## src/rtl/ps2_num_entry_if.sv

```systemverilog
// Operand/handshake bundle between the PS/2 number-entry block and the calculator core.
// The producer (ps2_num_entry) uses the master modport; the consumer uses slave.
interface ps2_num_entry_if #(
  parameter int NDIGITS = 4,
  parameter int VAL_W   = 14
);
  logic [4*NDIGITS-1:0]         digits_bcd;
  logic [$clog2(NDIGITS+1)-1:0] ndig;
  logic [VAL_W-1:0]             val_out;
  logic [2:0]                   op_out;
  logic                         valid;
  logic                         ack;

  modport master (
    output digits_bcd, ndig, val_out, op_out, valid,
    input  ack
  );

  modport slave (
    input  digits_bcd, ndig, val_out, op_out, valid,
    output ack
  );
endinterface

```

## src/rtl/ps2_num_entry.sv

```systemverilog
// PS/2 set-2 keypad number entry: frame receiver, prefix decoder, digit entry and BCD-to-binary.
// Optional macro PS2_PARITY_CHK_EN enables odd-parity checking of received frames.
module ps2_num_entry #(
  parameter int NDIGITS     = 4,
  parameter int VAL_W       = 14,
  parameter int TIMEOUT_CYC = 50000
) (
  input  logic clk_i,
  input  logic rst_ni,
  input  logic ps2_clk_i,
  input  logic ps2_data_i,
  output logic frame_err_o,
  ps2_num_entry_if.master ent
);

  localparam int NW = $clog2(NDIGITS + 1);
  localparam int DW = 4 * NDIGITS;
  localparam int TW = $clog2(TIMEOUT_CYC + 1);
`ifdef PS2_PARITY_CHK_EN
  localparam bit PAR_EN = 1'b1;
`else
  localparam bit PAR_EN = 1'b0;
`endif

  typedef enum logic [1:0] {RX_IDLE, RX_SHIFT, RX_CHECK} rx_state_e;
  typedef enum logic [1:0] {EN_ENTRY, EN_CONVERT, EN_HOLD} en_state_e;

  // Odd parity over data+parity is the good case.
  function automatic logic parity_odd(input logic [8:0] bits);
    return ^bits;
  endfunction

  // Returns {is_digit, value} for a make code.
  function automatic logic [4:0] digit_lookup(input logic [7:0] code);
    logic [4:0] res;
    case (code)
      8'h70:   res = 5'b1_0000;
      8'h69:   res = 5'b1_0001;
      8'h72:   res = 5'b1_0010;
      8'h7A:   res = 5'b1_0011;
      8'h6B:   res = 5'b1_0100;
      8'h73:   res = 5'b1_0101;
      8'h74:   res = 5'b1_0110;
      8'h6C:   res = 5'b1_0111;
      8'h75:   res = 5'b1_1000;
      8'h7D:   res = 5'b1_1001;
      default: res = 5'b0_0000;
    endcase
    return res;
  endfunction

  logic ps2c_meta_q, ps2c_sync_q, ps2c_prev_q;
  logic ps2d_meta_q, ps2d_sync_q;
  logic fall_s;

  rx_state_e       rx_state_q, rx_state_d;
  logic [9:0]      shreg_q, shreg_d;
  logic [3:0]      bitcnt_q, bitcnt_d;
  logic [TW-1:0]   tmo_q, tmo_d;
  logic            code_stb_s, rx_err_s, frame_ok_s;
  logic            frame_err_q;

  logic            break_q, break_d, ext_q, ext_d;
  logic            key_en_s, key_dig_s, key_term_s, key_bs_s, key_clr_s;
  logic [3:0]      key_val_s;
  logic [2:0]      key_op_s;
  logic [4:0]      dig_lu_s;
  logic [7:0]      code_s;

  en_state_e       en_state_q, en_state_d;
  logic [DW-1:0]   digits_q, digits_d;
  logic [NW-1:0]   ndig_q, ndig_d;
  logic [NW-1:0]   cnt_q, cnt_d;
  logic [VAL_W-1:0] acc_q, acc_d, val_q, val_d, acc_next_s;
  logic [2:0]      op_pend_q, op_pend_d, op_q, op_d;
  logic            valid_q, valid_d;
  logic [3:0]      digit_s;

  // Two-flop synchronisers plus previous-value flop for falling-edge detection.
  always_ff @(posedge clk_i) begin
    if (!rst_ni) begin
      ps2c_meta_q <= 1'b1;
      ps2c_sync_q <= 1'b1;
      ps2c_prev_q <= 1'b1;
      ps2d_meta_q <= 1'b1;
      ps2d_sync_q <= 1'b1;
    end else begin
      ps2c_meta_q <= ps2_clk_i;
      ps2c_sync_q <= ps2c_meta_q;
      ps2c_prev_q <= ps2c_sync_q;
      ps2d_meta_q <= ps2_data_i;
      ps2d_sync_q <= ps2d_meta_q;
    end
  end

  assign fall_s     = ps2c_prev_q & ~ps2c_sync_q;
  assign code_s     = shreg_q[7:0];
  assign frame_ok_s = shreg_q[9] & (PAR_EN ? parity_odd(shreg_q[8:0]) : 1'b1);

  // Receiver state register.
  always_ff @(posedge clk_i) begin
    if (!rst_ni) begin
      rx_state_q  <= RX_IDLE;
      shreg_q     <= 10'd0;
      bitcnt_q    <= 4'd0;
      tmo_q       <= '0;
      frame_err_q <= 1'b0;
    end else begin
      rx_state_q  <= rx_state_d;
      shreg_q     <= shreg_d;
      bitcnt_q    <= bitcnt_d;
      tmo_q       <= tmo_d;
      frame_err_q <= rx_err_s;
    end
  end

  // Receiver next state: 10 bits after the start bit (8 data, parity, stop), LSB first.
  always_comb begin
    rx_state_d = rx_state_q;
    shreg_d    = shreg_q;
    bitcnt_d   = bitcnt_q;
    tmo_d      = tmo_q;
    code_stb_s = 1'b0;
    rx_err_s   = 1'b0;
    case (rx_state_q)
      RX_IDLE: begin
        tmo_d = '0;
        if (fall_s && !ps2d_sync_q) begin
          rx_state_d = RX_SHIFT;
          bitcnt_d   = 4'd0;
        end else begin
          rx_state_d = RX_IDLE;
        end
      end
      RX_SHIFT: begin
        if (fall_s) begin
          shreg_d  = {ps2d_sync_q, shreg_q[9:1]};
          bitcnt_d = bitcnt_q + 4'd1;
          tmo_d    = '0;
          if (bitcnt_q == 4'd9) begin
            rx_state_d = RX_CHECK;
          end else begin
            rx_state_d = RX_SHIFT;
          end
        end else if (tmo_q == TW'(TIMEOUT_CYC - 1)) begin
          rx_state_d = RX_IDLE;
          rx_err_s   = 1'b1;
        end else begin
          tmo_d = tmo_q + TW'(1'b1);
        end
      end
      RX_CHECK: begin
        rx_state_d = RX_IDLE;
        if (frame_ok_s) begin
          code_stb_s = 1'b1;
        end else begin
          rx_err_s = 1'b1;
        end
      end
      default: rx_state_d = RX_IDLE;
    endcase
  end

  // Key decode: prefixes only update flags; a code following F0 is a release and is dropped.
  always_comb begin
    break_d    = break_q;
    ext_d      = ext_q;
    key_en_s   = 1'b0;
    key_dig_s  = 1'b0;
    key_val_s  = 4'd0;
    key_term_s = 1'b0;
    key_op_s   = 3'd0;
    key_bs_s   = 1'b0;
    key_clr_s  = 1'b0;
    dig_lu_s   = digit_lookup(code_s);
    if (code_stb_s) begin
      if (code_s == 8'hF0) begin
        break_d = 1'b1;
      end else if (code_s == 8'hE0) begin
        ext_d = 1'b1;
      end else begin
        key_en_s = ~break_q;
        break_d  = 1'b0;
        ext_d    = 1'b0;
      end
    end else begin
      key_en_s = 1'b0;
    end
    if (key_en_s && !ext_q) begin
      case (code_s)
        8'h79: begin key_term_s = 1'b1; key_op_s = 3'd1; end
        8'h7B: begin key_term_s = 1'b1; key_op_s = 3'd2; end
        8'h7C: begin key_term_s = 1'b1; key_op_s = 3'd3; end
        8'h5A: begin key_term_s = 1'b1; key_op_s = 3'd0; end
        8'h66: key_bs_s = 1'b1;
        8'h76: key_clr_s = 1'b1;
        default: begin
          key_dig_s = dig_lu_s[4];
          key_val_s = dig_lu_s[3:0];
        end
      endcase
    end else if (key_en_s && ext_q) begin
      case (code_s)
        8'h4A: begin key_term_s = 1'b1; key_op_s = 3'd4; end
        8'h5A: begin key_term_s = 1'b1; key_op_s = 3'd0; end
        default: key_term_s = 1'b0;
      endcase
    end else begin
      key_term_s = 1'b0;
    end
  end

  // Digit selected for the current conversion step (cnt_q counts MSD down to LSD).
  always_comb begin
    digit_s = 4'd0;
    for (int i = 0; i < NDIGITS; i++) begin
      digit_s = digit_s | ((cnt_q == NW'(i)) ? digits_q[4*i +: 4] : 4'd0);
    end
  end

  assign acc_next_s = acc_q * VAL_W'(4'd10) + VAL_W'(digit_s);

  // Entry FSM state and datapath registers.
  always_ff @(posedge clk_i) begin
    if (!rst_ni) begin
      en_state_q <= EN_ENTRY;
      digits_q   <= '0;
      ndig_q     <= '0;
      cnt_q      <= '0;
      acc_q      <= '0;
      val_q      <= '0;
      op_pend_q  <= 3'd0;
      op_q       <= 3'd0;
      valid_q    <= 1'b0;
      break_q    <= 1'b0;
      ext_q      <= 1'b0;
    end else begin
      en_state_q <= en_state_d;
      digits_q   <= digits_d;
      ndig_q     <= ndig_d;
      cnt_q      <= cnt_d;
      acc_q      <= acc_d;
      val_q      <= val_d;
      op_pend_q  <= op_pend_d;
      op_q       <= op_d;
      valid_q    <= valid_d;
      break_q    <= break_d;
      ext_q      <= ext_d;
    end
  end

  // Entry FSM: edit in ENTRY, NDIGITS-cycle conversion, then hold until acknowledged.
  always_comb begin
    en_state_d = en_state_q;
    digits_d   = digits_q;
    ndig_d     = ndig_q;
    cnt_d      = cnt_q;
    acc_d      = acc_q;
    val_d      = val_q;
    op_pend_d  = op_pend_q;
    op_d       = op_q;
    valid_d    = valid_q;
    case (en_state_q)
      EN_ENTRY: begin
        if (key_dig_s && (ndig_q < NW'(NDIGITS))) begin
          digits_d = DW'({digits_q, key_val_s});
          ndig_d   = ndig_q + NW'(1'b1);
        end else if (key_bs_s && (ndig_q != '0)) begin
          digits_d = digits_q >> 4'd4;
          ndig_d   = ndig_q - NW'(1'b1);
        end else if (key_clr_s) begin
          digits_d = '0;
          ndig_d   = '0;
        end else if (key_term_s) begin
          op_pend_d  = key_op_s;
          acc_d      = '0;
          cnt_d      = NW'(NDIGITS - 1);
          en_state_d = EN_CONVERT;
        end else begin
          en_state_d = EN_ENTRY;
        end
      end
      EN_CONVERT: begin
        acc_d = acc_next_s;
        if (cnt_q == '0) begin
          val_d      = acc_next_s;
          op_d       = op_pend_q;
          valid_d    = 1'b1;
          en_state_d = EN_HOLD;
        end else begin
          cnt_d = cnt_q - NW'(1'b1);
        end
      end
      EN_HOLD: begin
        if (valid_q && ent.ack) begin
          valid_d    = 1'b0;
          digits_d   = '0;
          ndig_d     = '0;
          en_state_d = EN_ENTRY;
        end else begin
          en_state_d = EN_HOLD;
        end
      end
      default: en_state_d = EN_ENTRY;
    endcase
  end

  assign ent.digits_bcd = digits_q;
  assign ent.ndig       = ndig_q;
  assign ent.val_out    = val_q;
  assign ent.op_out     = op_q;
  assign ent.valid      = valid_q;
  assign frame_err_o    = frame_err_q;

endmodule

```

## src/flat_wrapper.sv

```systemverilog
// flat-port wrapper written by rule: the top's interface ports become plain ports
module ps2_num_entry_flat 
#(
  parameter int NDIGITS     = 4,
  parameter int VAL_W       = 14,
  parameter int TIMEOUT_CYC = 50000
)
  (clk_i, rst_ni, ps2_clk_i, ps2_data_i, frame_err_o, ent_digits_bcd, ent_ndig, ent_val_out, ent_op_out, ent_valid, ent_ack);
  ps2_num_entry_if #(.NDIGITS(NDIGITS), .VAL_W(VAL_W)) ent_i ();
  input  logic clk_i;
  input  logic rst_ni;
  input  logic ps2_clk_i;
  input  logic ps2_data_i;
  output logic frame_err_o;
  output wire logic [$bits(ent_i.digits_bcd)-1:0] ent_digits_bcd;
  output wire logic [$bits(ent_i.ndig)-1:0] ent_ndig;
  output wire logic [$bits(ent_i.val_out)-1:0] ent_val_out;
  output wire logic [$bits(ent_i.op_out)-1:0] ent_op_out;
  output wire logic [$bits(ent_i.valid)-1:0] ent_valid;
  input wire logic [$bits(ent_i.ack)-1:0] ent_ack;
  assign ent_digits_bcd = ent_i.digits_bcd;
  assign ent_ndig = ent_i.ndig;
  assign ent_val_out = ent_i.val_out;
  assign ent_op_out = ent_i.op_out;
  assign ent_valid = ent_i.valid;
  assign ent_i.ack = ent_ack;
  ps2_num_entry #(.NDIGITS(NDIGITS), .VAL_W(VAL_W), .TIMEOUT_CYC(TIMEOUT_CYC)) u_core (.clk_i(clk_i), .rst_ni(rst_ni), .ps2_clk_i(ps2_clk_i), .ps2_data_i(ps2_data_i), .frame_err_o(frame_err_o), .ent(ent_i));
endmodule
```

## config.mk

```make
export PLATFORM = sky130hd
export DESIGN_NAME = ps2_num_entry_flat
export DESIGN_NICKNAME = d
export VERILOG_FILES = /design/src/rtl/ps2_num_entry_if.sv /design/src/rtl/ps2_num_entry.sv /design/src/flat_wrapper.sv
export SDC_FILE = /design/constraint.sdc
export NUM_CORES = 1
export LEC_CHECK = 0
export CORE_MARGIN = 4
export CORE_UTILIZATION = 60
export DETAILED_ROUTE_END_ITERATION = 8
export GPL_ROUTABILITY_DRIVEN = 0
export PLACE_DENSITY = 0.82
export SLEW_MARGIN = 30
export SYNTH_ARGS = -nofsm -noshare
export SYNTH_HDL_FRONTEND = slang
export SYNTH_SLANG_ARGS = --single-unit
```

## constraint.sdc

```tcl
create_clock -name clk_i -period 8 [get_ports clk_i]
set_clock_uncertainty 0.15 [all_clocks]
set_input_delay 2.4 -clock clk_i [delete_from_list [all_inputs] [get_ports clk_i]]
set_output_delay 2.4 -clock clk_i [all_outputs]
set_load 0.1 [all_outputs]
```

* Yosys cells after proc, flatten, opt, wreduce, memory -nomap -nowiden
Index checks and enable logic that the tools add are counted.
Widths: inputs -> output; s select.
** Operators by class
- $add $sub $neg :: 6
- Multipliers :: 1
- Div/mod/pow operators :: 0
- $lt $le $gt $ge :: 1
- Equality and inequality tests :: 41
- Shift operators :: 0
- Muxes and demuxes :: 75
- Bitwise gates (word level) :: 10
- Reduce and logical (&&, ||, !) cells :: 31
** Operator list (count)
- $eq 8x7->1 const B :: 17
- $mux 16 :: 6
- $pmux 16 s2 :: 2
- $mux 14 :: 4
- $pmux 5 s10 :: 1
- $mux 3 :: 12
- $mux 4 :: 8
- $pmux 14 s2 :: 1
- $mux 1 :: 25
- $add 16x1->16 const B :: 1
- $eq 16x16->1 const B :: 1
- $eq 8x8->1 const B :: 2
- $mux 2 :: 8
- $add 14x4->14 :: 1
- $mul 14x3->13 const B :: 1
- $ne 2x1->1 const B :: 6
- $or 4x4->4 :: 3
- $pmux 2 s3 :: 2
- $pmux 3 s2 :: 2
- $reduce_and 2->1 :: 5
- $reduce_and 5->1 :: 2
- $reduce_and 3->1 :: 3
- $ne 2x2->1 const B :: 4
- $pmux 4 s2 :: 1
- other kinds (27) :: 47
** Storage, ports and cells
- Bits in registers :: 99
- Bits in latches :: 0
- Memory bits (writable) :: 0
- Memory bits (read-only) :: 0
- Input port bits :: 5
- Output and inout port bits :: 38
- Word-level logic and storage cells :: 186
- Memories :: 0

* Logic depth before layout (Yosys ltp)
- Word-level depth :: 12
- Depth in mapped cells :: 15
- Depth with buffers taken out :: 15

* Worst setup path after synthesis
OpenSTA, ideal clock, no wires.
- Path kind :: register -> output
- Start :: register u_core.ndig_q[2], in the netlist u_core.ent.ndig[2]
- End :: output ent_ndig[2]
- Arrival :: 1.032 ns
- Required time :: 5.450 ns
- Slack :: 4.418 ns
- Stages on the path, launching flop included :: 1
- Path buffers :: 0
- Cell sequence :: dfxtp_1
** RTL lines
- start: declaration :: RTL line ps2_num_entry.sv:72 : logic [NW-1:0] ndig_q, ndig_d;
- start signal: assignment :: RTL line ps2_num_entry.sv:240 : ndig_q <= ndig_d;
- end: declaration :: RTL line flat_wrapper.sv:16 : output wire logic [$bits(ent_i.ndig)-1:0] ent_ndig;
No word-level cell between the ends.

* Final worst setup path
- Start :: register u_core.ndig_q[2], in the netlist u_core.ent.ndig[2]
- End :: output ent_ndig[2]
No word-level cell between the ends.

==> insert_results.sql <==
INSERT INTO impl_metrics (metric_group, metric, value, unit) VALUES
('outcome', 'outcome', 'finished clean', ''),
('setup_path', 'timing.critical_path.from', 'u_core.ent.ndig[2]$_SDFFE_PN0P_', ''),
('place', 'io_buffers', '42', ''),
('logic_synthesis', 'synth.mux.area_fraction', '2.73', '%'),
('clock_tree', 'number_of_buffers_on_the_longest_clock_path', '2', ''),
('route', 'wl_per_cell', '15.7', 'µm'),
('timing', 'layout_min_cycle_time', '4.57', 'ns'),
('timing', 'finalSetupTns', '0', 'ns'),
('setup_path', 'timing.critical_path.from_type', 'flip-flop', ''),
('route', 'post-route-drc-count', '0', ''),
('logic_synthesis', 'synth_compound_area_share', '19.9', '%'),
('logic_synthesis', 'ys_warn_count', '0', ''),
('floorplan', 'effective_utilization_at_floorplan', '62.7', '%'),
('setup_path', 'timing.critical_path.slowest_stage_cell', 'sky130_fd_sc_hd__clkdlybuf4s50_1', ''),
('logic_synthesis', 'netlist_instances', '644', ''),
('power_and_ir_drop', 'switching_power_summed_over_all_nets', '195', 'µW'),
('timing', 'worst_pin_slew', '0.981', 'ns'),
('route', 'dr_total_vias', '4693', ''),
('final_layout', 'leading_cell_types_in_the_layout_fill_and_taps_excluded', 'sky130_fd_sc_hd__dfxtp_1, sky130_fd_sc_hd__nand2_1, sky130_fd_sc_hd__nor2_1, sky130_fd_sc_hd__clkdlybuf4s50_1, sky130_fd_sc_hd__ha_1', ''),
('floorplan', 'ios', '43', ''),
('power_and_ir_drop', 'power.share.switching', '24.1', '%'),
('setup_path', 'critical_path.max_stage_delay', '1.18', 'ns'),
('logic_synthesis', 'syn_avg_cell_area', '8.62', 'µm²'),
('final_layout', 'antennaDiodeCount', '0', ''),
('logic_synthesis', 'dominant_combinational_cell_family_by_area_after_synthesis', 'simple AND/OR/NAND/NOR gates', ''),
('logic_synthesis', 'synthSimpleGateAreaFrac', '23.0', '%'),
('logic_synthesis', 'synth-async-reset-ratio', '0', '%'),
('clock_tree', 'clockRootBuffer', 'sky130_fd_sc_hd__clkbuf_8', ''),
('final_layout', 'nets', '715', ''),
('global_routing', 'globalRouteOverflowTotal', '0', ''),
('logic_synthesis', 'ys_ff_latch', '98', ''),
('power_and_ir_drop', 'share_clk_of_total_power', '37.9', '%'),
('clock_tree', 'clk_pin_slew', '0.10', 'ns'),
('route', 'vias_per_cell', '6.02', ''),
('setup_path', 'timing.critical_path.max_delay_family', 'buffers and inverters', ''),
('job', 'timing.max_cap.violations', '0', ''),
('route', 'routed_wl', '12200', 'µm'),
('clock_tree', 'ctsHoldBuffers', '0', ''),
('logic_synthesis', 'post-synth-top-area-cell', 'sky130_fd_sc_hd__dfxtp_1', ''),
('timing', 'hold_viol_final', '0', ''),
('logic_synthesis', 'post_synth_num_cell_types', '72', ''),
('setup_path', 'worst_r2r_endpoint', 'u_core.acc_q[12]$_SDFFE_PN0P_', ''),
('power_and_ir_drop', 'cellLeakagePower', '2.35', 'nW'),
('setup_path', 'timing.reg2reg.worst_path_depth', '10', ''),
('final_layout', 'mostFrequentLayoutCell', 'sky130_fd_sc_hd__dfxtp_1', ''),
('power_and_ir_drop', 'power_density', '131', 'nW/µm²'),
('floorplan', 'die_w', '104', 'µm'),
('floorplan', 'core_region_area', '8850', 'µm²'),
('timing', 'max_slew_violation_count', '0', ''),
('final_layout', 'area_delta_synth_final', '11.2', '%'),
('logic_synthesis', 'synthXorXnorAreaFrac', '5.52', '%'),
('logic_synthesis', 'synthAdderAreaFrac', '9.74', '%'),
('power_and_ir_drop', 'power.sequential.fraction', '60.5', '%'),
('global_routing', 'grt_first_pass_wirelength', '21300', 'µm'),
('route', 'final_antenna_net_count', '0', ''),
('route', 'detail_route.iter0.violations', '270', ''),
('timing', 'remaining_max_slew_budget_at_the_tightest_pin', '34.4', '%'),
('clock_tree', 'tritoncts.num_buffers', '9', ''),
('clock_tree', 'clk_latency', '0.37', 'ns'),
('floorplan', 'die_height', '104', 'µm'),
('timing', 'maxClockFrequency', '219', 'MHz'),
('power_and_ir_drop', 'part_of_the_power_in_combinational_logic', '1.6', '%'),
('setup_path', 'worst_setup_path_end_kind', 'output port', ''),
('setup_path', 'worstPathCellList', 'clkdlybuf4s50_1', ''),
('global_routing', 'first_global_vias', '4652', ''),
('setup_path', 'cp.required', '5.45', 'ns'),
('clock_tree', 'cts_resized', '0', ''),
('power_and_ir_drop', 'internal_power', '613', 'µW'),
('setup_path', 'worstPathMaxFanout', '6', ''),
('clock_tree', 'tritoncts', 'yes', ''),
('floorplan', 'design.die.area', '10900', 'µm²');
-- synth_stat cells (all sizes together), types with 6 or more instances --
cell     count
dfxtp       98
a21oi       13
nand2       87
o21ai       27
nand2b      12
nor4         6
xnor2       19
nand4       11
nand3       17
nor2        51
o2bb2ai     12
and3         8
a21boi      29
nor2b       20
ha          40
and2         9
o211a        6
inv         19
clkbuf      27
mux2i       14
nor3         9
xor2        16
-- power groups by stage --
stage / clock [mW] / combinational [mW] / sequential [mW]
finish: 0.306 / 0.0133 / 0.489
floorplan: 0 / 0.00952 / 0.500
detailed placement: 0 / 0.0132 / 0.500
CTS: 0.313 / 0.0133 / 0.489
global placement: 0 / 0.0133 / 0.500
global route: 0.333 / 0.0146 / 0.489
-- state kept, by name (all words and copies together), names as in the netlist, 2 cells and up --
register               cells
u_core.ent.ndig            3
u_core.ent.op_out          3
u_core.tmo_q              16
u_core.en_state_q          2
u_core.op_pend_q           3
u_core.bitcnt_q            4
u_core.rx_state_q          2
u_core.ent.val_out        14
u_core.ent.digits_bcd     16
u_core.cnt_q               3
u_core.shreg_q            10
u_core.acc_q              13
-- final cells by class --
| cell class | count | area, µm² |
|---|---|---|
| multi-input combinational | 495 | 3380 |
| fill | 706 | 2680 |
| sequential | 98 | 1960 |
| timing repair buffer | 45 | 438 |
| tap | 108 | 135 |
| clock buffer | 9 | 124 |
| inverter | 19 | 71.3 |
| clock inverter | 6 | 57.6 |
-- per-stage QoR --
step	utilization (%)	cell area [µm²]	power, mW	setup WS, ns	std cells
2_1_floorplan	-	5550	0.510	4.42	644
3_3_place_gp	67.7	5990	0.514	3.74	765
3_5_place_dp	67.7	5990	0.514	3.70	765
4_1_cts	69.7	6170	0.815	3.40	780
5_1_grt	69.8	6170	0.836	3.34	780
6_report	69.8	6170	0.808	3.43	780
-- kinds of logic (layout without fill, tap and decap cells) --
| family | Yosys count | after routing |
|---|---|---|
| buffers and inverters | 51 | 79 |
| AOI/OAI and AO/OA | 147 | 147 |
| and+or+nand+nor | 256 | 256 |
| DFF | 98 | 98 |
| muxes | 15 | 15 |
| adders and majority gates | 42 | 42 |
| xor gates and xnor gates | 35 | 35 |
-- how the worst min path moves through the flow --
| stage | endpoint | start | slack [ns] | cells after the start |
|---|---|---|---|---|
| 3_3_place_gp | u_core.ps2c_sync_q$_SDFF_PN1_ | u_core.ps2c_meta_q$_SDFF_PN1_ | 0.24 | 1 |
| 5_1_grt | u_core.ps2d_sync_q$_SDFF_PN1_ | u_core.ps2d_meta_q$_SDFF_PN1_ | 0.29 | 1 |
| 2_1_floorplan | u_core.ps2c_sync_q$_SDFF_PN1_ | u_core.ps2c_meta_q$_SDFF_PN1_ | 0.24 | 1 |
| 6_report | u_core.ps2c_sync_q$_SDFF_PN1_ | u_core.ps2c_meta_q$_SDFF_PN1_ | 0.27 | 1 |
| 3_5_place_dp | u_core.ps2d_sync_q$_SDFF_PN1_ | u_core.ps2d_meta_q$_SDFF_PN1_ | 0.25 | 1 |
| 4_1_cts | u_core.ps2c_sync_q$_SDFF_PN1_ | u_core.ps2c_meta_q$_SDFF_PN1_ | 0.27 | 1 |
-- layer usage --
metal / part of all wire (%) / GRT usage (%) / up-vias / wire, µm
met1: 46 / 29.2 / 2217 / 5580
met3: 4.6 / 4.90 / 14 / 564
li1: - / - / 2336 / -
met2: 49 / 40.0 / 126 / 5980
met4: 1.0 / 6.27 / 0 / 124
met5: 0 / 0 / - / 0
(Power assumes the default switching activity.)
